## config.mk

```make
export PLATFORM = sky130hd
export DESIGN_NAME = fir_load_scheduler_flat
export DESIGN_NICKNAME = d
export VERILOG_FILES = /design/src/rtl/fir_load_scheduler_if.sv /design/src/rtl/fir_load_scheduler.sv /design/src/flat_wrapper.sv
export SDC_FILE = /design/constraint.sdc
export NUM_CORES = 1
export LEC_CHECK = 0
export BUFFER_PORTS_ARGS = -buffer_cell sky130_fd_sc_hd__buf_2
export CAP_MARGIN = 10
export CORE_ASPECT_RATIO = 0.9
export CORE_MARGIN = 3
export CORE_UTILIZATION = 40
export DETAILED_ROUTE_END_ITERATION = 12
export SETUP_SLACK_MARGIN = 0.1
export SYNTH_ARGS = -nofsm -noshare
export SYNTH_HDL_FRONTEND = slang
export SYNTH_SLANG_ARGS = --single-unit
```

## constraint.sdc

```tcl
create_clock -name clk -period 4.15 [get_ports clk]
set_clock_uncertainty 0.1 [all_clocks]
set_input_delay 0.2075 -clock clk [delete_from_list [all_inputs] [get_ports clk]]
set_output_delay 0.2075 -clock clk [all_outputs]
set_load 0.05 [all_outputs]
```

## src/rtl/fir_load_scheduler_if.sv

```systemverilog
`default_nettype none
// ============================================================================
// Module   : fir_load_scheduler_if
// Brief    : Loader/sample/FIR handshake bundle for fir_load_scheduler.
// Revision : 1.0
// ============================================================================
interface fir_load_scheduler_if #(
  parameter int DATA_W     = 16,
  parameter int FIFO_DEPTH = 4
);
  logic                          coeff_req;
  logic [1:0]                    coeff_num;
  logic [DATA_W-1:0]             coeff_value;
  logic                          sample_valid;
  logic [DATA_W-1:0]             sample_value;
  logic                          modwait;
  logic                          clear_err;
  logic                          fir_load_coeff;
  logic                          fir_data_ready;
  logic [1:0]                    fir_coeff_num;
  logic [DATA_W-1:0]             fir_value;
  logic                          coeff_ack;
  logic [$clog2(FIFO_DEPTH):0]   fifo_count;
  logic                          overrun;
  logic                          timeout_err;

  modport master (
    output coeff_req, coeff_num, coeff_value, sample_valid, sample_value,
           modwait, clear_err,
    input  fir_load_coeff, fir_data_ready, fir_coeff_num, fir_value,
           coeff_ack, fifo_count, overrun, timeout_err
  );

  modport slave (
    input  coeff_req, coeff_num, coeff_value, sample_valid, sample_value,
           modwait, clear_err,
    output fir_load_coeff, fir_data_ready, fir_coeff_num, fir_value,
           coeff_ack, fifo_count, overrun, timeout_err
  );
endinterface
`default_nettype wire

```

## src/rtl/fir_load_scheduler.sv

```systemverilog
`default_nettype none
// ============================================================================
// Module   : fir_load_scheduler
// Brief    : Schedules coefficient loads and FIFO-buffered samples onto a FIR.
// Revision : 1.0
// ============================================================================
module fir_load_scheduler #(
  parameter int DATA_W     = 16,
  parameter int FIFO_DEPTH = 4,
  parameter int TIMEOUT    = 16
) (
  input  logic                clk,
  input  logic                reset,
  fir_load_scheduler_if.slave bus
);
  localparam int c_AW = $clog2(FIFO_DEPTH);
  localparam int c_TW = $clog2(TIMEOUT + 1);

  localparam logic [1:0] c_IDLE    = 2'd0;
  localparam logic [1:0] c_ISSUE_C = 2'd1;
  localparam logic [1:0] c_ISSUE_S = 2'd2;
  localparam logic [1:0] c_WAIT    = 2'd3;

  localparam logic [c_TW-1:0] c_T_LAST   = c_TW'(TIMEOUT - 1);
  localparam logic [c_TW-1:0] c_T_ONE    = c_TW'(1);
  localparam logic [c_AW-1:0] c_PTR_ONE  = c_AW'(1);
  localparam logic [c_AW:0]   c_CNT_ONE  = (c_AW + 1)'(1);
  localparam logic [c_AW:0]   c_CNT_FULL = (c_AW + 1)'(FIFO_DEPTH);

  logic [1:0]        r_state;
  logic [1:0]        w_next;
  logic [c_TW-1:0]   r_cnt;
  logic [DATA_W-1:0] r_mem [FIFO_DEPTH];
  logic [c_AW-1:0]   r_rd_ptr;
  logic [c_AW-1:0]   r_wr_ptr;
  logic [c_AW:0]     r_count;
  logic [DATA_W-1:0] r_value;
  logic [1:0]        r_num;
  logic              r_lock;
  logic              r_overrun;
  logic              r_timeout;

  logic w_timeout;
  logic w_load_coeff;
  logic w_data_ready;
  logic w_ack;
  logic w_grant_c;
  logic w_pop;
  logic w_push;
  logic w_drop;

  always_ff @(posedge clk or posedge reset) begin
    if (reset) r_state <= c_IDLE;
    else       r_state <= w_next;
  end

  // Samples are held back while a coefficient set is partially loaded.
  always_comb begin
    w_next    = r_state;
    w_timeout = 1'b0;
    case (r_state)
      c_IDLE: begin
        if (bus.coeff_req)                   w_next = c_ISSUE_C;
        else if (!r_lock && (r_count != '0)) w_next = c_ISSUE_S;
      end
      c_ISSUE_C, c_ISSUE_S: begin
        if (bus.modwait) begin
          w_next = c_WAIT;
        end else if (r_cnt == c_T_LAST) begin
          w_next    = c_IDLE;
          w_timeout = 1'b1;
        end
      end
      c_WAIT: begin
        if (!bus.modwait) w_next = c_IDLE;
      end
      default: w_next = c_IDLE;
    endcase
  end

  always_comb begin
    w_load_coeff = (r_state == c_ISSUE_C);
    w_data_ready = (r_state == c_ISSUE_S);
    w_ack        = w_load_coeff && bus.modwait;
  end

  assign w_grant_c = (r_state == c_IDLE) && (w_next == c_ISSUE_C);
  assign w_pop     = (r_state == c_IDLE) && (w_next == c_ISSUE_S);
  assign w_push    = bus.sample_valid && ((r_count != c_CNT_FULL) || w_pop);
  assign w_drop    = bus.sample_valid && !w_push;

  always_ff @(posedge clk or posedge reset) begin
    if (reset) begin
      r_cnt <= '0;
    end else if (w_grant_c || w_pop) begin
      r_cnt <= '0;
    end else if ((r_state == c_ISSUE_C) || (r_state == c_ISSUE_S)) begin
      r_cnt <= r_cnt + c_T_ONE;
    end
  end

  always_ff @(posedge clk) begin
    if (w_push) r_mem[r_wr_ptr] <= bus.sample_value;
  end

  always_ff @(posedge clk or posedge reset) begin
    if (reset) begin
      r_rd_ptr <= '0;
      r_wr_ptr <= '0;
      r_count  <= '0;
    end else begin
      if (w_push) r_wr_ptr <= r_wr_ptr + c_PTR_ONE;
      if (w_pop)  r_rd_ptr <= r_rd_ptr + c_PTR_ONE;
      case ({w_push, w_pop})
        2'b10:   r_count <= r_count + c_CNT_ONE;
        2'b01:   r_count <= r_count - c_CNT_ONE;
        default: r_count <= r_count;
      endcase
    end
  end

  always_ff @(posedge clk or posedge reset) begin
    if (reset) begin
      r_value <= '0;
      r_num   <= '0;
    end else if (w_grant_c) begin
      r_value <= bus.coeff_value;
      r_num   <= bus.coeff_num;
    end else if (w_pop) begin
      r_value <= r_mem[r_rd_ptr];
    end
  end

  // An aborted coefficient load cannot complete the set, so it releases the lock.
  always_ff @(posedge clk or posedge reset) begin
    if (reset)          r_lock <= 1'b0;
    else if (w_ack)     r_lock <= (r_num != 2'd3);
    else if (w_timeout) r_lock <= 1'b0;
  end

  always_ff @(posedge clk or posedge reset) begin
    if (reset) begin
      r_overrun <= 1'b0;
      r_timeout <= 1'b0;
    end else begin
      if (w_drop)             r_overrun <= 1'b1;
      else if (bus.clear_err) r_overrun <= 1'b0;
      if (w_timeout)          r_timeout <= 1'b1;
      else if (bus.clear_err) r_timeout <= 1'b0;
    end
  end

  assign bus.fir_load_coeff = w_load_coeff;
  assign bus.fir_data_ready = w_data_ready;
  assign bus.coeff_ack      = w_ack;
  assign bus.fir_value      = r_value;
  assign bus.fir_coeff_num  = r_num;
  assign bus.fifo_count     = r_count;
  assign bus.overrun        = r_overrun;
  assign bus.timeout_err    = r_timeout;

endmodule
`default_nettype wire

```

## src/flat_wrapper.sv

```systemverilog
// flat-port wrapper written by rule: the top's interface ports become plain ports
module fir_load_scheduler_flat 
#(
  parameter int DATA_W     = 16,
  parameter int FIFO_DEPTH = 4,
  parameter int TIMEOUT    = 16
)
  (clk, reset, bus_coeff_req, bus_coeff_num, bus_coeff_value, bus_sample_valid, bus_sample_value, bus_modwait, bus_clear_err, bus_fir_load_coeff, bus_fir_data_ready, bus_fir_coeff_num, bus_fir_value, bus_coeff_ack, bus_fifo_count, bus_overrun, bus_timeout_err);
  fir_load_scheduler_if #(.DATA_W(DATA_W), .FIFO_DEPTH(FIFO_DEPTH)) bus_i ();
  input  logic clk;
  input  logic reset;
  input wire logic [$bits(bus_i.coeff_req)-1:0] bus_coeff_req;
  input wire logic [$bits(bus_i.coeff_num)-1:0] bus_coeff_num;
  input wire logic [$bits(bus_i.coeff_value)-1:0] bus_coeff_value;
  input wire logic [$bits(bus_i.sample_valid)-1:0] bus_sample_valid;
  input wire logic [$bits(bus_i.sample_value)-1:0] bus_sample_value;
  input wire logic [$bits(bus_i.modwait)-1:0] bus_modwait;
  input wire logic [$bits(bus_i.clear_err)-1:0] bus_clear_err;
  output wire logic [$bits(bus_i.fir_load_coeff)-1:0] bus_fir_load_coeff;
  output wire logic [$bits(bus_i.fir_data_ready)-1:0] bus_fir_data_ready;
  output wire logic [$bits(bus_i.fir_coeff_num)-1:0] bus_fir_coeff_num;
  output wire logic [$bits(bus_i.fir_value)-1:0] bus_fir_value;
  output wire logic [$bits(bus_i.coeff_ack)-1:0] bus_coeff_ack;
  output wire logic [$bits(bus_i.fifo_count)-1:0] bus_fifo_count;
  output wire logic [$bits(bus_i.overrun)-1:0] bus_overrun;
  output wire logic [$bits(bus_i.timeout_err)-1:0] bus_timeout_err;
  assign bus_i.coeff_req = bus_coeff_req;
  assign bus_i.coeff_num = bus_coeff_num;
  assign bus_i.coeff_value = bus_coeff_value;
  assign bus_i.sample_valid = bus_sample_valid;
  assign bus_i.sample_value = bus_sample_value;
  assign bus_i.modwait = bus_modwait;
  assign bus_i.clear_err = bus_clear_err;
  assign bus_fir_load_coeff = bus_i.fir_load_coeff;
  assign bus_fir_data_ready = bus_i.fir_data_ready;
  assign bus_fir_coeff_num = bus_i.fir_coeff_num;
  assign bus_fir_value = bus_i.fir_value;
  assign bus_coeff_ack = bus_i.coeff_ack;
  assign bus_fifo_count = bus_i.fifo_count;
  assign bus_overrun = bus_i.overrun;
  assign bus_timeout_err = bus_i.timeout_err;
  fir_load_scheduler #(.DATA_W(DATA_W), .FIFO_DEPTH(FIFO_DEPTH), .TIMEOUT(TIMEOUT)) u_core (.clk(clk), .reset(reset), .bus(bus_i));
endmodule
```

# After elaboration in Yosys (flattened, before gate mapping)
# Memories as Yosys holds them, arrays and structs flattened.
# Cells that the tools add are included.
# classes
addsub	5
n_eq_ne	10
n_mux	21
n_reduce_logical	20
# ops
op	count
two-way mux 16 bit	2
nonzero test 2 bit	6
two-way mux 1 bit	10
two-way mux 2 bit	5
two-way mux 5 bit	2
== test 2 bit, second input constant	4
== test 2 x 1 -> 1 bit, second input constant	3
logical AND 1 bit	6
one-hot mux 2 bit (3 select lines)	1
one-hot mux 3 bit (2 select lines)	1
adder 5 x 1 -> 5 bit, second input constant	1
== test 5 x 4 -> 1 bit, second input constant	1
adder 2 x 1 -> 2 bit, second input constant	2
adder 3 x 1 -> 3 bit, second input constant	1
logical OR 1 bit	3
!= test 3 bit, second input constant	1
nonzero test 3 bit	1
subtractor 3 x 1 -> 3 bit, second input constant	1
zero test 1 bit	2
zero test 2 bit	1
!= test 2 bit, second input constant	1
OR reduction 2 bit	1
# totals
register_bits	35
ram_bits	64
out_inout_bits	26
wordCells	67
n_memories	1
# memory_table
name	words	width	rd	rd_clocked_by_memory_dff	wr	line_no	rtl
u_core.r_mem	4	16	1	0	1	fir_load_scheduler.sv:33	logic [DATA_W-1:0] r_mem [FIFO_DEPTH];

# Longest topological paths before layout
# logic_depth
word_depth	12
depth_mapped	14
depth_no_buf	12

# Least setup slack after synthesis
# Ideal clock, no wire load.
# synth_timing
path_type	reg-to-reg
startpoint	reg u_core.r_state[0]
endpoint	reg u_core.r_count[2], in the netlist u_core.bus.fifo_count[2]
t_arrival_ns	2.447
setup_slack_ns	1.523
stages_incl_launch_ff	15
path_buffers	2
period_less_slack_ns	2.627
path_cell_list	dfrtp_1 -> buf_6 -> inv_1 -> ha_1 -> buf_6 -> nor2b_1 -> o41ai_1 -> a41oi_1 -> inv_1 -> ha_1 -> inv_1 -> fa_1 -> xor2_1 -> nor2_1 -> xnor2_1
# synth_between
elab_chain_len	9
# synth_lines
item	line_no	rtl
from (decl)	fir_load_scheduler.sv:30	logic [1:0] r_state;
from (signal assigned)	fir_load_scheduler.sv:53	if (reset) r_state <= c_IDLE;
from (signal assigned)	fir_load_scheduler.sv:54	else r_state <= w_next;
== test 2 x 1 -> 1 bit, or another cell as far along	fir_load_scheduler.sv:61	case (r_state)
OR reduction 2 bit, or another cell as far along	fir_load_scheduler.sv:61	
one-hot mux 2 bit (3 select lines)	fir_load_scheduler.sv:61	
== test 2 bit	fir_load_scheduler.sv:88	assign w_pop = (r_state == c_IDLE) && (w_next == c_ISSUE_S);
logical AND 1 bit (*)	fir_load_scheduler.sv:88	
logical OR 1 bit	fir_load_scheduler.sv:89	assign w_push = bus.sample_valid && ((r_count != c_CNT_FULL) || w_pop);
logical AND 1 bit	fir_load_scheduler.sv:89	
== test 2 x 1 -> 1 bit / == test 2 bit (equally long branches)	fir_load_scheduler.sv:114	case ({w_push, w_pop})
one-hot mux 3 bit (2 select lines) / nonzero test 2 bit (equally long branches)	n/a	
to (signal assigned)	fir_load_scheduler.sv:115	2'b10: r_count <= r_count + c_CNT_ONE;
to (signal assigned)	fir_load_scheduler.sv:116	2'b01: r_count <= r_count - c_CNT_ONE;
to (signal assigned)	fir_load_scheduler.sv:117	default: r_count <= r_count;
to (decl)	fir_load_scheduler.sv:36	logic [c_AW:0] r_count;
# Every way passes the cells marked *; elsewhere a longest branch is shown, timed or not.
# A chain may end at the register's enable or synchronous reset.

# Final worst setup path
# layout_timing
startpoint	reg u_core.r_state[0]
endpoint	mem u_core.r_mem[3][12], enable pin
# layout_between
elab_chain_len	9
# layout_lines
item	line_no	rtl
== test 2 x 1 -> 1 bit, or another cell as far along	fir_load_scheduler.sv:61	
OR reduction 2 bit, or another cell as far along	fir_load_scheduler.sv:61	
one-hot mux 2 bit (3 select lines)	fir_load_scheduler.sv:61	
== test 2 bit	fir_load_scheduler.sv:88	
logical AND 1 bit (*)	fir_load_scheduler.sv:88	
logical OR 1 bit (*)	fir_load_scheduler.sv:89	
logical AND 1 bit (*)	fir_load_scheduler.sv:89	
two-way mux 1 bit (*)	fir_load_scheduler.sv:103	if (w_push) r_mem[r_wr_ptr] <= bus.sample_value;
two-way mux 1 bit (implied by the code) (*)	fir_load_scheduler.sv:103	
to (decl)	fir_load_scheduler.sv:33	
# Marked as above.

==> results.sh <==
export IMPL_outcome="completed"
export IMPL_synth_edf_count=64
export IMPL_final_net_count=385
export IMPL_numCtsBuffers=9
export IMPL_dp_hpwl_um=5160
export IMPL_grt_pass1_wl_um=12600
export IMPL_cts_resized=0
export IMPL_reg2reg_from="u_core.r_state[0]$_DFF_PP0_"
export IMPL_synthFlopType="edfxtp_1"
export IMPL_rsz0062_at_grt="false"
export IMPL_drc=0
export IMPL_cts_sinks=99
export IMPL_clkTransAtPathRegs_ns=0.06
export IMPL_grt_pass1_vias=2373
export IMPL_min_period_over_period=0.754
export IMPL_wl_met1_um=3580
export IMPL_yosysWarnings=0
export IMPL_tns_ns=0
export IMPL_total_power_mw=4.25
export IMPL_initial_core_util=0.416
export IMPL_setup_viol=0
export IMPL_peakVddDrop_v=0.000553
export IMPL_numPortBuffers=65
export IMPL_crit_type="flip-flop to flip-flop"
export IMPL_fp_dieArea_um2=12100
export IMPL_synth_cell_types=42
export IMPL_cts_buffer_depth=2
export IMPL_h_tree_depth=3
export IMPL_worstPathRequired_ns=4.01
export IMPL_async_reset_ff_frac=0.354
export IMPL_finalHoldViolCount=0
export IMPL_worstPathArrival_ns=2.99
export IMPL_drive_above_1_share=0.402
export IMPL_whs_ns=0.0498
export IMPL_ys_seq_area_frac=0.648
export IMPL_antenna_found_initial=0
export IMPL_critPathSlowestCell="and2_1"
export IMPL_synth_seq_cells=99
export IMPL_met3WireLength_um=504
export IMPL_grt_remaining_overflow=0
export IMPL_maxCapViolCount=0
export IMPL_vias=2311
export IMPL_die_w_um=116
export IMPL_ant_nets=0
export IMPL_crit_buf_inv=1
export IMPL_crit_chain="inv_1 -> ha_1 -> nor2b_1 -> o41ai_1 -> a41oi_1 -> and2_1"
export IMPL_antenna_cells=0
export IMPL_synth_nets=295
export IMPL_synth_cells=243
export IMPL_report_final_slew_viol_count=0
export IMPL_cpLargestDelayFamily="simple AND/OR/NAND/NOR gates"
export IMPL_num_rows=35
export IMPL_finalCriticalPeriod_ns=3.13
export IMPL_slowest_delay_ns=0.78
export IMPL_max_freq_mhz=320
export IMPL_maxSlewHeadroom=0.253
export IMPL_hold_path_startpoint="bus_sample_valid"
export IMPL_layout_setup_ws_ns=1.02
export IMPL_top_layer="met4"
export IMPL_ioPinCount=66
export IMPL_final_core_util=0.506
export IMPL_critical_path_startpoint="u_core.r_state[0]$_DFF_PP0_"
export IMPL_root_buffer="clkbuf_16"
export IMPL_synthToLayoutAreaGrowth_pct=21.6
export IMPL_cp_max_fo=16
export IMPL_cp_start_kind="flip-flop"
export IMPL_p_leak_nw=2.13
export IMPL_tightest_slew_ns=1.12
export IMPL_gp_congestion=0.707
export IMPL_dieHeight_um=105
export IMPL_core_area_um2=10400
export IMPL_avgRoutedWirePerCell_um=16.7
export IMPL_grtUsageTotal=0.138
export IMPL_worstSetupEndpointType="flip-flop"
export IMPL_syn_area_per_cell_um2=17.8
export IMPL_drtIter0Drc=126
export IMPL_dr_pass1_iters=4
export IMPL_insertion_delay_ns=0.34
export IMPL_cts_tree="yes"
export IMPL_hold_class="input port to flip-flop"
export IMPL_rrSetupSlack_ns=1.02
export IMPL_wl_met2_um=3690
export IMPL_dp_slack_ns=1.00
export IMPL_via_per_inst=4.95
export IMPL_synth_area_um2=4320
export IMPL_grt_max_degree=36
export IMPL_wirelength_um=7820
export IMPL_powerDensity_nw_per_um2=809
per-stage QoR:
step,area [µm²],instances
finish,5250,467
global route,5250,467
floorplan,4320,243
global placement,4750,431
CTS,5250,467
detailed placement,4750,431
metal layers:
layer / vias to the layer above / global-route usage
met5: - / 0
met2: 72 / 0.216
li1: 1097 / -
met4: 0 / 0.0226
met1: 1138 / 0.188
met3: 4 / 0.0521
final timing paths:
path | endpoint | cells after the start
max in group asynchronous | u_core.bus.fir_value[8]$_DFFE_PP0N_ | 4
worst min register to register | u_core.r_lock$_DFFE_PP0P_ | 1
worst max-delay path | u_core.r_mem[3][12]$_DFFE_PP_ | 6
worst max register to register | u_core.r_mem[3][12]$_DFFE_PP_ | 6
min in group asynchronous | u_core.r_cnt[2]$_DFFE_PP0P_ | 4
worst min-delay path | u_core.bus.overrun$_DFFE_PP0P_ | 3
layout make-up:
cell class | count | area, µm²
Clock buffer | 11 | 243
Clock inverter | 5 | 60.1
Fill cell | 860 | 5130
Inverter | 14 | 52.6
Multi-Input combinational cell | 119 | 1370
Sequential cell | 99 | 2800
Tap cell | 129 | 161
Timing Repair Buffer | 90 | 563
flip-flops by register name (all words and copies together), names as in the netlist:
| name | count |
|---|---|
| u_core.r_rd_ptr | 2 |
| u_core.r_state | 2 |
| u_core.bus.fir_coeff_num | 2 |
| u_core.r_mem | 64 |
| u_core.r_cnt | 5 |
| u_core.r_wr_ptr | 2 |
| u_core.bus.fifo_count | 3 |
| u_core.r_lock | 1 |
| u_core.bus.timeout_err | 1 |
| u_core.bus.fir_value | 16 |
| u_core.bus.overrun | 1 |
cell usage after synthesis (all sizes together), types with 2 or more instances:
library cell / number / area, µm²
edfxtp: 64 / 1920
mux4: 16 / 360
inv: 14 / 52.6
xnor2: 6 / 52.6
a21oi: 3 / 15.0
nand3: 2 / 10.0
a221oi: 3 / 43.8
mux2i: 2 / 20.0
o21ai: 3 / 15.0
xor2: 4 / 35.0
buf: 10 / 91.3
ha: 11 / 138
nor2: 8 / 30.0
nand2: 2 / 7.51
nor2b: 2 / 12.5
a21o: 2 / 15.0
and2: 5 / 31.3
mux2: 35 / 454
dfrtp: 35 / 876
kinds of logic after synthesis:
kind of cell,share of synthesized area
flops,0.648
mux,0.193
simple gates,0.0345
buf+inv,0.0342
compound gates,0.0330
fa+ha+maj,0.0365
xor+xnor,0.0203
power breakdown:
part / switching (mW) / internal (mW)
Combinational: 1.00 / 0.796
Clock: 0.346 / 0.487
Sequential: 0.240 / 1.37
placed cells by master, fill, tap and decap left out, drive strengths merged, types with 2 or more instances in the layout:
cell	count
o21ai	3
mux4	16
buf	70
edfxtp	64
xor2	4
a221oi	3
dlygate4sd3	20
ha	11
xnor2	6
nor2	8
nor2b	2
nand2	2
inv	16
and2	5
a21o	2
mux2	35
a21oi	3
clkbuf	11
nand3	2
mux2i	2
dfrtp	35
tightest hold or removal path, cell delays in order:
cell     delay, ns
buf_2         0.11
nand3_1       0.07
o22ai_1       0.06
repair_timing:
action | CTS | global route
hold endpoints to repair | 103 | 0
hold buffers | 20 | 0
setup buffers | 0 | 0
No activity file was read; power rests on OpenSTA's default activity.
